## src/rtl/trace_pkg.sv

```systemverilog
// trace_pkg
// Shared types for the retired-instruction trace unit.
//   trace_state_t : capture/readout FSM encoding (visible on the state port)
//   trace_entry_t : one captured retire record at the default core width
//   XLEN_DEF      : default width of pc, instruction and write-back data
package trace_pkg;

  localparam int XLEN_DEF = 32;

  typedef enum logic [1:0] {
    ST_IDLE  = 2'd0,
    ST_ARMED = 2'd1,
    ST_POST  = 2'd2,
    ST_DONE  = 2'd3
  } trace_state_t;

  typedef struct packed {
    logic [XLEN_DEF-1:0] pc;
    logic [XLEN_DEF-1:0] inst;
    logic [XLEN_DEF-1:0] wdata;
  } trace_entry_t;

endpackage

```

## src/rtl/trace_ram.sv

```systemverilog
// trace_ram
// Circular-buffer storage: DEPTH words of WIDTH bits, one synchronous write
// port and one asynchronous (show-ahead) read port. Contents are not reset.
//   clock  : write clock
//   we     : write enable
//   waddr  : write address
//   wdata  : write data
//   raddr  : read address
//   rdata  : read data, combinational from raddr
module trace_ram #(
  parameter int DEPTH = 16,
  parameter int WIDTH = 96,
  parameter int AW    = $clog2(DEPTH)
) (
  input  logic             clock,
  input  logic             we,
  input  logic [AW-1:0]    waddr,
  input  logic [WIDTH-1:0] wdata,
  input  logic [AW-1:0]    raddr,
  output logic [WIDTH-1:0] rdata
);

  logic [WIDTH-1:0] mem [DEPTH];

  always_ff @(posedge clock) begin
    if (we) begin
      mem[waddr] <= wdata;
    end
  end

  assign rdata = mem[raddr];

endmodule

```

## src/rtl/trace_capture.sv

```systemverilog
// trace_capture
// Retired-instruction trace unit. Records committed instructions into a
// circular buffer once armed, fires on any enabled PC comparator, keeps
// post_count further entries, then requests a core halt and drains the
// stored window oldest-first over a valid/ready port.
//   clock, nreset          : clock, asynchronous active-low reset
//   retire_*               : retire tap from the core (valid, pc, inst, wdata)
//   arm                    : pulse; clear the buffer and start capture
//   trig_en, trig_pc       : per-comparator enable and word-aligned address
//   post_count             : entries kept after the trigger entry
//   state, trig_id, wrapped: capture status
//   halt_req               : core stall request, high while in DONE
//   rd_*                   : show-ahead readout port
module trace_capture
  import trace_pkg::*;
#(
  parameter int DEPTH = 16,
  parameter int XLEN  = 32,
  parameter int NTRIG = 2,
  parameter int CW    = $clog2(DEPTH) + 1,
  parameter int TW    = (NTRIG > 1) ? $clog2(NTRIG) : 1
) (
  input  logic                  clock,
  input  logic                  nreset,
  input  logic                  retire_valid,
  input  logic [XLEN-1:0]       retire_pc,
  input  logic [XLEN-1:0]       retire_inst,
  input  logic [XLEN-1:0]       retire_wdata,
  input  logic                  arm,
  input  logic [NTRIG-1:0]      trig_en,
  input  logic [NTRIG*XLEN-1:0] trig_pc,
  input  logic [CW-1:0]         post_count,
  output logic [1:0]            state,
  output logic [TW-1:0]         trig_id,
  output logic                  wrapped,
  output logic                  halt_req,
  output logic                  rd_valid,
  input  logic                  rd_ready,
  output logic [XLEN-1:0]       rd_pc,
  output logic [XLEN-1:0]       rd_inst,
  output logic [XLEN-1:0]       rd_wdata,
  output logic                  rd_last
);

  localparam int AW = $clog2(DEPTH);
  localparam logic [CW-1:0] FULL = CW'(DEPTH);

  trace_state_t  state_q, state_d;
  logic [AW-1:0] wptr_q, wptr_d;
  logic [AW-1:0] rptr_q, rptr_d;
  logic [CW-1:0] count_q, count_d;
  logic [CW-1:0] remaining_q, remaining_d;
  logic          wrapped_q, wrapped_d;
  logic [TW-1:0] trig_id_q, trig_id_d;

  logic            wr_en;
  logic            trig_hit;
  logic [TW-1:0]   trig_sel;
  logic            enter_done;
  logic            rd_pop;
  logic [3*XLEN-1:0] ram_rdata;

  // Comparators: address bits [1:0] are dropped by shifting the XOR, so the
  // match is on the word address only. Scanning downward lets the lowest
  // matching index win.
  always_comb begin
    trig_hit = 1'b0;
    trig_sel = '0;
    for (int i = NTRIG - 1; i >= 0; i--) begin
      if (trig_en[i] &&
          (((trig_pc[i*XLEN +: XLEN] ^ retire_pc) >> 2) == '0)) begin
        trig_hit = 1'b1;
        trig_sel = TW'(i);
      end
    end
  end

  assign rd_valid = (state_q == ST_DONE) && (count_q != '0);
  assign rd_pop   = rd_valid && rd_ready;

  // Next-state logic. arm overrides everything, including a same-cycle
  // retire. In DONE, count_q doubles as the number of entries left to read.
  always_comb begin
    state_d     = state_q;
    wptr_d      = wptr_q;
    rptr_d      = rptr_q;
    count_d     = count_q;
    remaining_d = remaining_q;
    wrapped_d   = wrapped_q;
    trig_id_d   = trig_id_q;
    wr_en       = 1'b0;
    enter_done  = 1'b0;

    if (arm) begin
      state_d     = ST_ARMED;
      wptr_d      = '0;
      rptr_d      = '0;
      count_d     = '0;
      remaining_d = '0;
      wrapped_d   = 1'b0;
      trig_id_d   = '0;
    end else begin
      case (state_q)
        ST_ARMED, ST_POST: begin
          if (retire_valid) begin
            wr_en  = 1'b1;
            wptr_d = wptr_q + AW'(1);
            if (count_q == FULL) begin
              wrapped_d = 1'b1;
            end else begin
              count_d = count_q + CW'(1);
            end
            if (state_q == ST_ARMED) begin
              if (trig_hit) begin
                trig_id_d = trig_sel;
                if (post_count == '0) begin
                  enter_done = 1'b1;
                end else begin
                  state_d     = ST_POST;
                  remaining_d = post_count;
                end
              end
            end else begin
              remaining_d = remaining_q - CW'(1);
              if (remaining_q == CW'(1)) begin
                enter_done = 1'b1;
              end
            end
            // Oldest entry sits count entries behind the write pointer; when
            // full the low bits of count are zero and rptr equals wptr.
            if (enter_done) begin
              state_d = ST_DONE;
              rptr_d  = wptr_d - count_d[AW-1:0];
            end
          end
        end
        ST_DONE: begin
          if (rd_pop) begin
            rptr_d  = rptr_q + AW'(1);
            count_d = count_q - CW'(1);
            if (count_q == CW'(1)) begin
              state_d = ST_IDLE;
            end
          end
        end
        default: ;
      endcase
    end
  end

  always_ff @(posedge clock or negedge nreset) begin
    if (!nreset) begin
      state_q     <= ST_IDLE;
      wptr_q      <= '0;
      rptr_q      <= '0;
      count_q     <= '0;
      remaining_q <= '0;
      wrapped_q   <= 1'b0;
      trig_id_q   <= '0;
    end else begin
      state_q     <= state_d;
      wptr_q      <= wptr_d;
      rptr_q      <= rptr_d;
      count_q     <= count_d;
      remaining_q <= remaining_d;
      wrapped_q   <= wrapped_d;
      trig_id_q   <= trig_id_d;
    end
  end

  trace_ram #(
    .DEPTH (DEPTH),
    .WIDTH (3 * XLEN),
    .AW    (AW)
  ) u_ram (
    .clock (clock),
    .we    (wr_en),
    .waddr (wptr_q),
    .wdata ({retire_pc, retire_inst, retire_wdata}),
    .raddr (rptr_q),
    .rdata (ram_rdata)
  );

  assign state    = state_q;
  assign trig_id  = trig_id_q;
  assign wrapped  = wrapped_q;
  assign halt_req = (state_q == ST_DONE);
  assign rd_last  = rd_valid && (count_q == CW'(1));
  assign rd_pc    = rd_valid ? ram_rdata[3*XLEN-1:2*XLEN] : '0;
  assign rd_inst  = rd_valid ? ram_rdata[2*XLEN-1:XLEN]   : '0;
  assign rd_wdata = rd_valid ? ram_rdata[XLEN-1:0]        : '0;

endmodule
```

## config.mk

```make
export PLATFORM = sky130hd
export DESIGN_NAME = trace_capture
export DESIGN_NICKNAME = d
export VERILOG_FILES = /design/src/rtl/trace_pkg.sv /design/src/rtl/trace_ram.sv /design/src/rtl/trace_capture.sv
export SDC_FILE = /design/constraint.sdc
export NUM_CORES = 1
export LEC_CHECK = 0
export CORE_ASPECT_RATIO = 1.1
export CORE_MARGIN = 8
export CORE_UTILIZATION = 55
export CTS_BUF_LIST = sky130_fd_sc_hd__clkbuf_8
export DETAILED_ROUTE_END_ITERATION = 10
export DONT_BUFFER_PORTS = 1
export PLACE_DENSITY = 0.7
export RECOVER_POWER = 25
export SYNTH_ARGS = -nofsm -noshare
export SYNTH_HDL_FRONTEND = slang
export SYNTH_HIERARCHICAL = 1
export SYNTH_SLANG_ARGS = --single-unit
export TNS_END_PERCENT = 5
```

## constraint.sdc

```tcl
create_clock -name clock -period 10.4 [get_ports clock]
set_clock_uncertainty 0.1 [all_clocks]
set_input_delay 2.6 -clock clock [delete_from_list [all_inputs] [get_ports clock]]
set_output_delay 2.6 -clock clock [all_outputs]
set_load 0.01 [all_outputs]
```

After elaboration in Yosys (flattened, before gate mapping)

Memories as Yosys holds them, arrays and structs flattened.
Index checks and enable logic that the tools add are counted.
Widths: inputs -> output; s select.

Add/subtract/negate cells: 6
Reduce and logical (&&, ||, !) cells: 24
Equality and inequality tests: 16
Bitwise gates (word level): 2
Mux-type cells: 58

Operator list:

| cell                | number |
|---|---|
| $mux 32             | 3 |
| $mux 5              | 13 |
| $logic_not 32->1    | 2 |
| $xor 32x32->32      | 2 |
| $mux 4              | 7 |
| $mux 1              | 24 |
| $mux 2              | 8 |
| $reduce_and 4->1    | 4 |
| $ne 3x3->1 const B  | 5 |
| $ne 4x4->1 const B  | 3 |
| $eq 5x1->1 const B  | 2 |
| $pmux 5 s2          | 1 |
| $reduce_bool 2->1   | 5 |
| $sub 5x1->5 const B | 2 |
| $add 4x1->4 const B | 2 |
| $pmux 4 s2          | 1 |
| $reduce_and 7->1    | 1 |
| $ne 3x2->1 const B  | 2 |
| $reduce_and 3->1    | 2 |
| $add 5x1->5 const B | 1 |
| $eq 5x5->1 const B  | 1 |
| $logic_and 1x1->1   | 5 |
| $logic_not 5->1     | 1 |
| $reduce_bool 5->1   | 1 |
| 7 further kinds     | 8 |

Memories: 1
Memory bits (writable): 1536
Output and inout port bits: 103
Bits in registers: 22
Logic and storage cells: 115

Memories:

| name      | depth | bits a word | read ports | clocked after Yosys merged registers in | wr ports | line            | text |
|---|---|---|---|---|---|---|---|
| u_ram.mem | 16    | 96          | 1          | 0                                       | 1        | trace_ram.sv:23 | `logic [WIDTH-1:0] mem [DEPTH];` |

Logic depth before layout (Yosys ltp)

Gate-level depths: netlist of run 1.

Word-level depth: 14
Gate-level depth with buffers: 12

Modules after synthesis

The synthesis of run 1 kept the hierarchy.

By module, submodules not included:

| module        | seq. area each (um2) | cells each | area an instance (um2) | instances |
|---|---|---|---|---|
| trace_ram     | 46124.2              | 2364       | 57433.8                | 1 |
| trace_capture | 550.5                | 408        | 3100.5                 | 1 |

Worst setup path before layout of run 1

No wires, ideal clock.

Path kind: input port to flip-flop
Start: input port arm
End: memory u_ram.mem[0][0], enable pin
Arrival: 10.235 ns
Slack: -0.603 ns
Stages: 5
Setup time: 0.668 ns
Path through: clkbuf_1 > clkbuf_1 > nor2_1 > or3b_2 > nor3_1

Longest elaborated chain between the ends: 3

RTL lines:

| what                         | line                | text |
|---|---|---|
| start, declared              | trace_capture.sv:29 | `input logic arm,` |
| $mux 1                       | trace_capture.sv:94 | `if (arm) begin` |
| named net wr_en              | trace_capture.sv:56 | `logic wr_en;` |
| $mux 1                       | trace_ram.sv:26     | `if (we) begin` |
| $mux 1 (not written as such) | trace_ram.sv:27     | `mem[waddr] <= wdata;` |
| end, declared                | trace_ram.sv:23     |  |

The timed path passes the listed nets, and every way through them passes these cells.

Worst setup path after layout of run 1

Start: register rptr_q[0]
End: output port rd_pc[0]

Longest elaborated chain between the ends: 2

RTL lines:

| what                    | line                 | text |
|---|---|---|
| start, declared         | trace_capture.sv:50  | `logic [AW-1:0] rptr_q, rptr_d;` |
| start signal, assigned  | trace_capture.sv:163 | `rptr_q <= rptr_d;` |
| $mem_v2 16x96           | n/a                  |  |
| named net ram_rdata[64] | trace_capture.sv:61  | `logic [3*XLEN-1:0] ram_rdata;` |
| $mux 32                 | trace_capture.sv:189 | `assign rd_pc = rd_valid ? ram_rdata[3*XLEN-1:2*XLEN] : '0;` |
| end, declared           | trace_capture.sv:39  | `output logic [XLEN-1:0] rd_pc,` |

The timed path passes the listed nets, and every way through them passes these cells.

==> impl_results.md, run 1 <==
- Hold_ws: 0.444 ns
- Highest routing layer actually used: met4
- Clk pwr share: 29.6%
- Highest Clock Rate: 0.148 GHz
- Cell family contributing the most delay on the critical path: flip-flops
- Synth Flop Type: edfxtp_1
- HPWL after detailed placement: 71700 um
- Worst-path fanout max: 100
- Met2 wire len: 73100 um
- Register area share after synthesis: 77.1%
- TritonRoute pass-1 iters: 7
- First-pass GRT wire length: 203000 um
- Most frequent cells in the layout: edfxtp_1 (1536), mux4_2 (384), clkbuf_8 (231)
- Layout cells sized above 1: 24.0%
- DR vias: 28900
- Total of max-cap violations: 0
- Post-synth EDFFs: 1536
- Initial core utilization: 55.5%
- Hold crit path type: reg2reg
- DIE AREA: 121000 um2
- Relative slew margins: 17.2%
- CP Capture Type: primary output
- Largest net degree at the start of global routing: 143
- Sink Count: 1558
- Vias/cell: 6.45
- # fillers: 7476
- DRT iter0 DRCs: 2715
- Minimum clock period: 6.74 ns
- Fin. max-slew vios: 0
- FF+latch count, synth: 1558
- Area delta synth->final: 9.41%
- Peak supply drop: 0.154 mV
- Worst-path clk slew: 0.06 ns
- CP max stage delay: 1.10 ns
- Setup crit start kind: flop
- GPL Wtd Cong: 0.816
- Post-layout instance area: 66200 um2
- Initial antenna violation count: 4
- Die Wd: 332 um
- Syn avg cell area: 21.8 um2
- Final setup viols: 0
- Most common cell after layout, fill and taps aside: edfxtp_1
- Cell area after placement: 62100 um2
- Syn Nets: 2958
- GRT overflow: 0
- Aggregate routed wire length: 139000 um
- Pwr dens: 228 nW/um2
- Yosys cell types: 60
- Asr flop ratio synth: 1.41%
- Internal power: 10800 uW
- Number of core rows: 127
- Tot GR Track Use: 22.9%
- Residual DRC: 0
- Leak: 0.0209 uW
- Net Sw Frac: 28.6%
- Worst EP arrival: 4.04 ns
- Psw: 4320 uW
- Cell Chain, Critical Path: buf_12 > mux4_2 > a22oi_1 > nand2_1 > and3_1
- Critical path buffer and inverter count: 1
- Status: finished clean
- Syn. warnings: 6
- I/O pins: 275
- Post-CTS resize count: 0
- Drt wl/cell: 31.1 um
- Final worst-path cycle share: 64.8%
- Met1 Wirelength: 51700 um
- Chip Height: 364 um
- Root Buffer: clkbuf_8
- Seq pwr share: 47.6%
- CTS buffer count: 226
- Total Power: 15100 uW
- Worst-margin pin slew: 1.24 ns
- Crit path kind: reg2out
- H-Tree Depth: 4
- WL met3: 11800 um
- Hold Vio Cnt, Final: 0
- Post-route antenna net violation count: 0
- Port bufs: 0
- Mapped Cells: 2772
- Fin nets: 3069
- Core ar.: 109000 um2
- Clk Latency, worst-skew pair: 0.85 ns
- Setup bufs post-CTS: 0
- RSZ-0062 raised after global routing: no
- Mapped cell area: 60500 um2
- Critical Path RT: 7.70 ns
- Post-CTS Hold Buffers: 0
- Vias in the first global route: 30500
- Slowest-stage cell, CP: dfrtp_4
- Comb power frac: 22.7%
- CTS tree: built
- CTS Buffer Depth: 3
synth_stat cells (all sizes together), types with 3 or more instances:
library cell  instances  share of area, %
a21oi                17              0.15
nand3                 9             0.074
nor4                 10              0.10
xnor2                47              0.68
nand3b                4             0.050
o21ai                11             0.091
nand2               114              0.71
o211ai                3             0.037
nand2b                4             0.041
clkbuf               79              0.49
ha                   13              0.27
and3                 98               1.0
nor2                 37              0.24
a211oi                4             0.058
xor2                 28              0.41
mux4                384                14
a22oi               193               2.4
nor2b                 4             0.041
buf                  85              0.95
nor3b                 4             0.050
nand4                12              0.12
edfxtp             1536                76
nor3                 10             0.083
dfrtp                22              0.91
inv                  11             0.068
worst reg2reg max path, delay by kind of cell (launching register included):
kind	cells	cell delay [ns]
flops	1	0.49
simple gates	4	1.61
buf+inv	3	1.79
fa+ha+maj	1	0.35
metal layers:
layer  vias up  global-route usage (%)
li1      12000                       -
met3       192                    5.71
met2      1222                    40.2
met4         0                    6.21
met1     15500                    28.6
met5         -                       0
area by class of cell:
cell class,instances,area (um2),area share (%)
Clock buffer,231,3180,4.80
Clock inverter,177,963,1.45
Sequential cell,1558,46700,70.5
Timing Repair Buffer,47,478,0.722
Inverter,12,45.0,0.0680
Tap cell,1419,1780,2.68
Multi-Input combinational cell,1038,13100,19.8
Antenna cell,2,5.00,0.00756
flip-flops by register name (all words and copies together), names as in the netlist:
register,count
state,2
wrapped,1
trig_id,1
remaining_q,5
count_q,5
u_ram/mem,1536
wptr_q,4
rptr_q,4
cells by family (layout without fill, tap and decap cells):
group	Yosys count	in the layout	synth area share, %
muxes	386	386	14.3
xor gates and xnor gates	75	75	1.09
other	0	2	0
adders and majority gates	14	14	0.302
and+or+nand+nor	316	316	2.66
DFF	1558	1558	77.1
buffers and inverters	176	467	1.51
AOI/OAI and AO/OA	247	247	3.02
worst paths after layout:
check                                      startpoint                          to  slack (ns)  cells after the start
hold reg to reg            remaining_q[3]$_DFFE_PN0P_  remaining_q[3]$_DFFE_PN0P_        0.44                      1
hold / removal             remaining_q[3]$_DFFE_PN0P_  remaining_q[3]$_DFFE_PN0P_        0.44                      1
min in group asynchronous                      nreset  remaining_q[1]$_DFFE_PN0P_        1.34                      0
max in group asynchronous                      nreset       rptr_q[1]$_DFFE_PN0P_        8.78                      0
setup / recovery                rptr_q[0]$_DFFE_PN0P_                    rd_pc[0]        3.66                      5
setup reg to reg                 state[1]$_DFFE_PN0P_  u_ram/mem[0][37]$_DFFE_PP_        5.66                      8
stage by stage:
step	worst slack [ns]	TNS [ns]	cells	util (%)
after CTS	3.46	0	4482	60.7
after global routing	3.34	0	4484	60.7
final	3.66	0	4484	60.7
after global placement	4.13	0	4074	56.9
after floorplan	-0.270	-77.20	2772	-
after detailed placement	4.07	0	4074	56.9
power by group through the flow:
| stage | combinational [uW] | sequential, uW | clock (uW) |
|---|---|---|---|
| after floorplan | 2670 | 7230 | 0 |
| after global placement | 3410 | 7310 | 0 |
| after detailed placement | 3470 | 7320 | 0 |
| after CTS | 3480 | 7190 | 4570 |
| after global routing | 3680 | 7200 | 4840 |
| final | 3430 | 7190 | 4470 |
(Power assumes the default switching activity.)
==> inputs of run 2 (changes only) <==
==> constraint.sdc (replaced) <==
create_clock -name clock -period 6.52 [get_ports clock]
set_clock_uncertainty 0.1 [all_clocks]
set_input_delay 1.63 -clock clock [delete_from_list [all_inputs] [get_ports clock]]
set_output_delay 1.63 -clock clock [all_outputs]
set_load 0.01 [all_outputs]
==> impl_results.md, run 2 (synthesis gave the netlist of run 1 again) <==
- Number of core rows: 127 (unchanged)
- Critical R2R Launch: state[1]$_DFFE_PN0P_
- Worst-path clk slew: 0.07 ns (about the same)
- Fin nets: 3091 (+0.72%)
- Slowest-stage cell, CP: or4b_4
- Setup bufs post-CTS: 0 (unchanged)
- Core ar.: 109000 um2 (unchanged)
- Most common cell after layout, fill and taps aside: edfxtp_1
- Hold_ws: 0.355 ns (-0.0885 ns)
- Initial core utilization: 55.5% (unchanged)
- Aggregate routed wire length: 140000 um (+0.63%)
- Crit path kind: reg2out
- DR vias: 29000 (+0.25%)
- Post-route antenna net violation count: 0 (unchanged)
- Highest Clock Rate: 0.186 GHz
- Worst Setup SP: count_q[0]$_DFFE_PN0P_
- HPWL after detailed placement: 71800 um (+0.12%)
- First-pass GRT wire length: 204000 um (+0.57%)
- Minimum clock period: 5.39 ns
- Finished Layout Cells: 4518 (+0.76%)
- Clk Latency, worst-skew pair: 0.86 ns (about the same)
- Most frequent cells in the layout: edfxtp_1 (1536), mux4_2 (384), clkbuf_8 (233)
- Die Wd: 332 um (unchanged)
- Met3 Use GR: 6.08% (+0.37 points)
- CTS Buffer Depth: 3 (unchanged)
- Cell Chain, Critical Path: inv_1 > ha_1 > or4b_4 > buf_4 > and3_1
- Hold crit path type: in2async
- CTS buffer count: 232 (+2.7%)
- Area delta synth->final: 10.3%
- Drt wl/cell: 31.1 um (-0.13%)
- Post-layout instance area: 66700 um2 (+0.77%)
- CTS tree: built
- CP Capture Type: primary output
- Sink Count: 1558 (unchanged)
- Peak supply drop: 0.217 mV (+40%)
- Chip Height: 364 um (unchanged)
- Setup crit start kind: flop
- Grt met1 use: 28.4% (-0.21 points)
- Largest net degree at the start of global routing: 80 (-44%)
- H-Tree Depth: 4 (unchanged)
- Final setup viols: 0 (unchanged)
- Initial antenna violation count: 3 (-1)
- Setup ws final: 1.13 ns (-2.52 ns)
- Leak: 0.0210 uW (+0.73%)
- Critical path buffer and inverter count: 2 (+1)
- Vias/cell: 6.42 (-0.51%)
- DIE AREA: 121000 um2 (unchanged)
- RSZ-0062 raised after global routing: no
- Post-CTS Hold Buffers: 0 (unchanged)
- Status: finished clean
- GRT overflow: 0 (unchanged)
- Relative slew margins: 12.7% (-4.5 points)
- Pwr dens: 363 nW/um2 (+59%)
- Hold Vio Cnt, Final: 0 (unchanged)
- I/O pins: 275 (unchanged)
- Critical Path RT: 4.79 ns (-2.91 ns)
- Vias in the first global route: 30900 (+1.2%)
- Max FFs per register: 1536 (unchanged)
- TritonRoute pass-1 iters: 5 (-2)
- Worst EP arrival: 3.66 ns (-0.38 ns)
- Tot GR Track Use: 23.0% (+0.15 points)
- Residual DRC: 0 (unchanged)
- Layout cells sized above 1: 24.7% (+0.70 points)
- Dpl cells: 4090 (+0.39%)
- Total of max-cap violations: 0 (unchanged)
- CP max stage delay: 0.76 ns (-0.34 ns)
- Final worst-path cycle share: 82.6%
- Fin. max-slew vios: 0 (unchanged)
- Largest regs: u_ram/mem (1536), count_q (5), remaining_q (5)
- DRT iter0 DRCs: 2779 (+2.4%)
- Largest reg by FF count: u_ram/mem
- Worst-margin pin slew: 1.31 ns (+0.0648 ns)
- GPL Wtd Cong: 0.823 (+0.93%)
- Cell area after placement: 62500 um2 (+0.67%)
- GR Util met2: 40.3% (+0.19 points)
- Cell family contributing the most delay on the critical path: simple AND/OR/NAND/NOR gates
- Pre-CTS setup slack: 1.80 ns (-2.27 ns)
- Post-CTS resize count: 0 (unchanged)
- GRT busiest layer: met2
- Worst-path fanout max: 63 (-37%)
- Port bufs: 0 (unchanged)
- Root Buffer: clkbuf_8
==> run 2: worst paths after layout <==
check | endpoint | slack, ns | depth (start not counted)
worst max-delay path | rd_pc[28] | 1.13 | 5
worst min-delay path | count_q[4]$_DFFE_PN0P_ | 0.36 | 0
worst max register to register | u_ram/mem[13][62]$_DFFE_PP_ | 2.32 | 7
worst min register to register | remaining_q[3]$_DFFE_PN0P_ | 0.47 | 1
max in group asynchronous | rptr_q[0]$_DFFE_PN0P_ | 5.86 | 0
min in group clock | remaining_q[3]$_DFFE_PN0P_ | 0.47 | 1
==> run 2: layer usage <==
layer | part of all wire [%] | wire, um
met2 | 53 | 73900
met5 | 0 | 0
met1 | 36 | 51200
met4 | 2.2 | 3020
met3 | 8.7 | 12200
==> run 2: where the power goes <==
group          leakage [uW]  switching [uW]  internal [uW]
Clock               0.00241            3600           3610
Sequential           0.0141             220          11200
Combinational       0.00449            3140           2420
==> run 2: final cells by class <==
type	count	area [um2]
flip-flops and latches	1558	46700
fillers	7361	42400
multi-input cells	1038	13100
clock buffers	233	3210
well taps	1419	1780
clock inverters	194	1040
repair buffers	63	873
inverters	12	45.0
diodes	1	2.50
==> run 2: per-stage QoR <==
stage	setup TNS, ns	total power, uW	util (%)
6_report	0	24200	61.1
5_1_grt	0	25200	61.1
2_1_floorplan	-909.01	15800	-
3_5_place_dp	0	17300	57.2
3_3_place_gp	0	17200	57.2
4_1_cts	0	24500	61.1
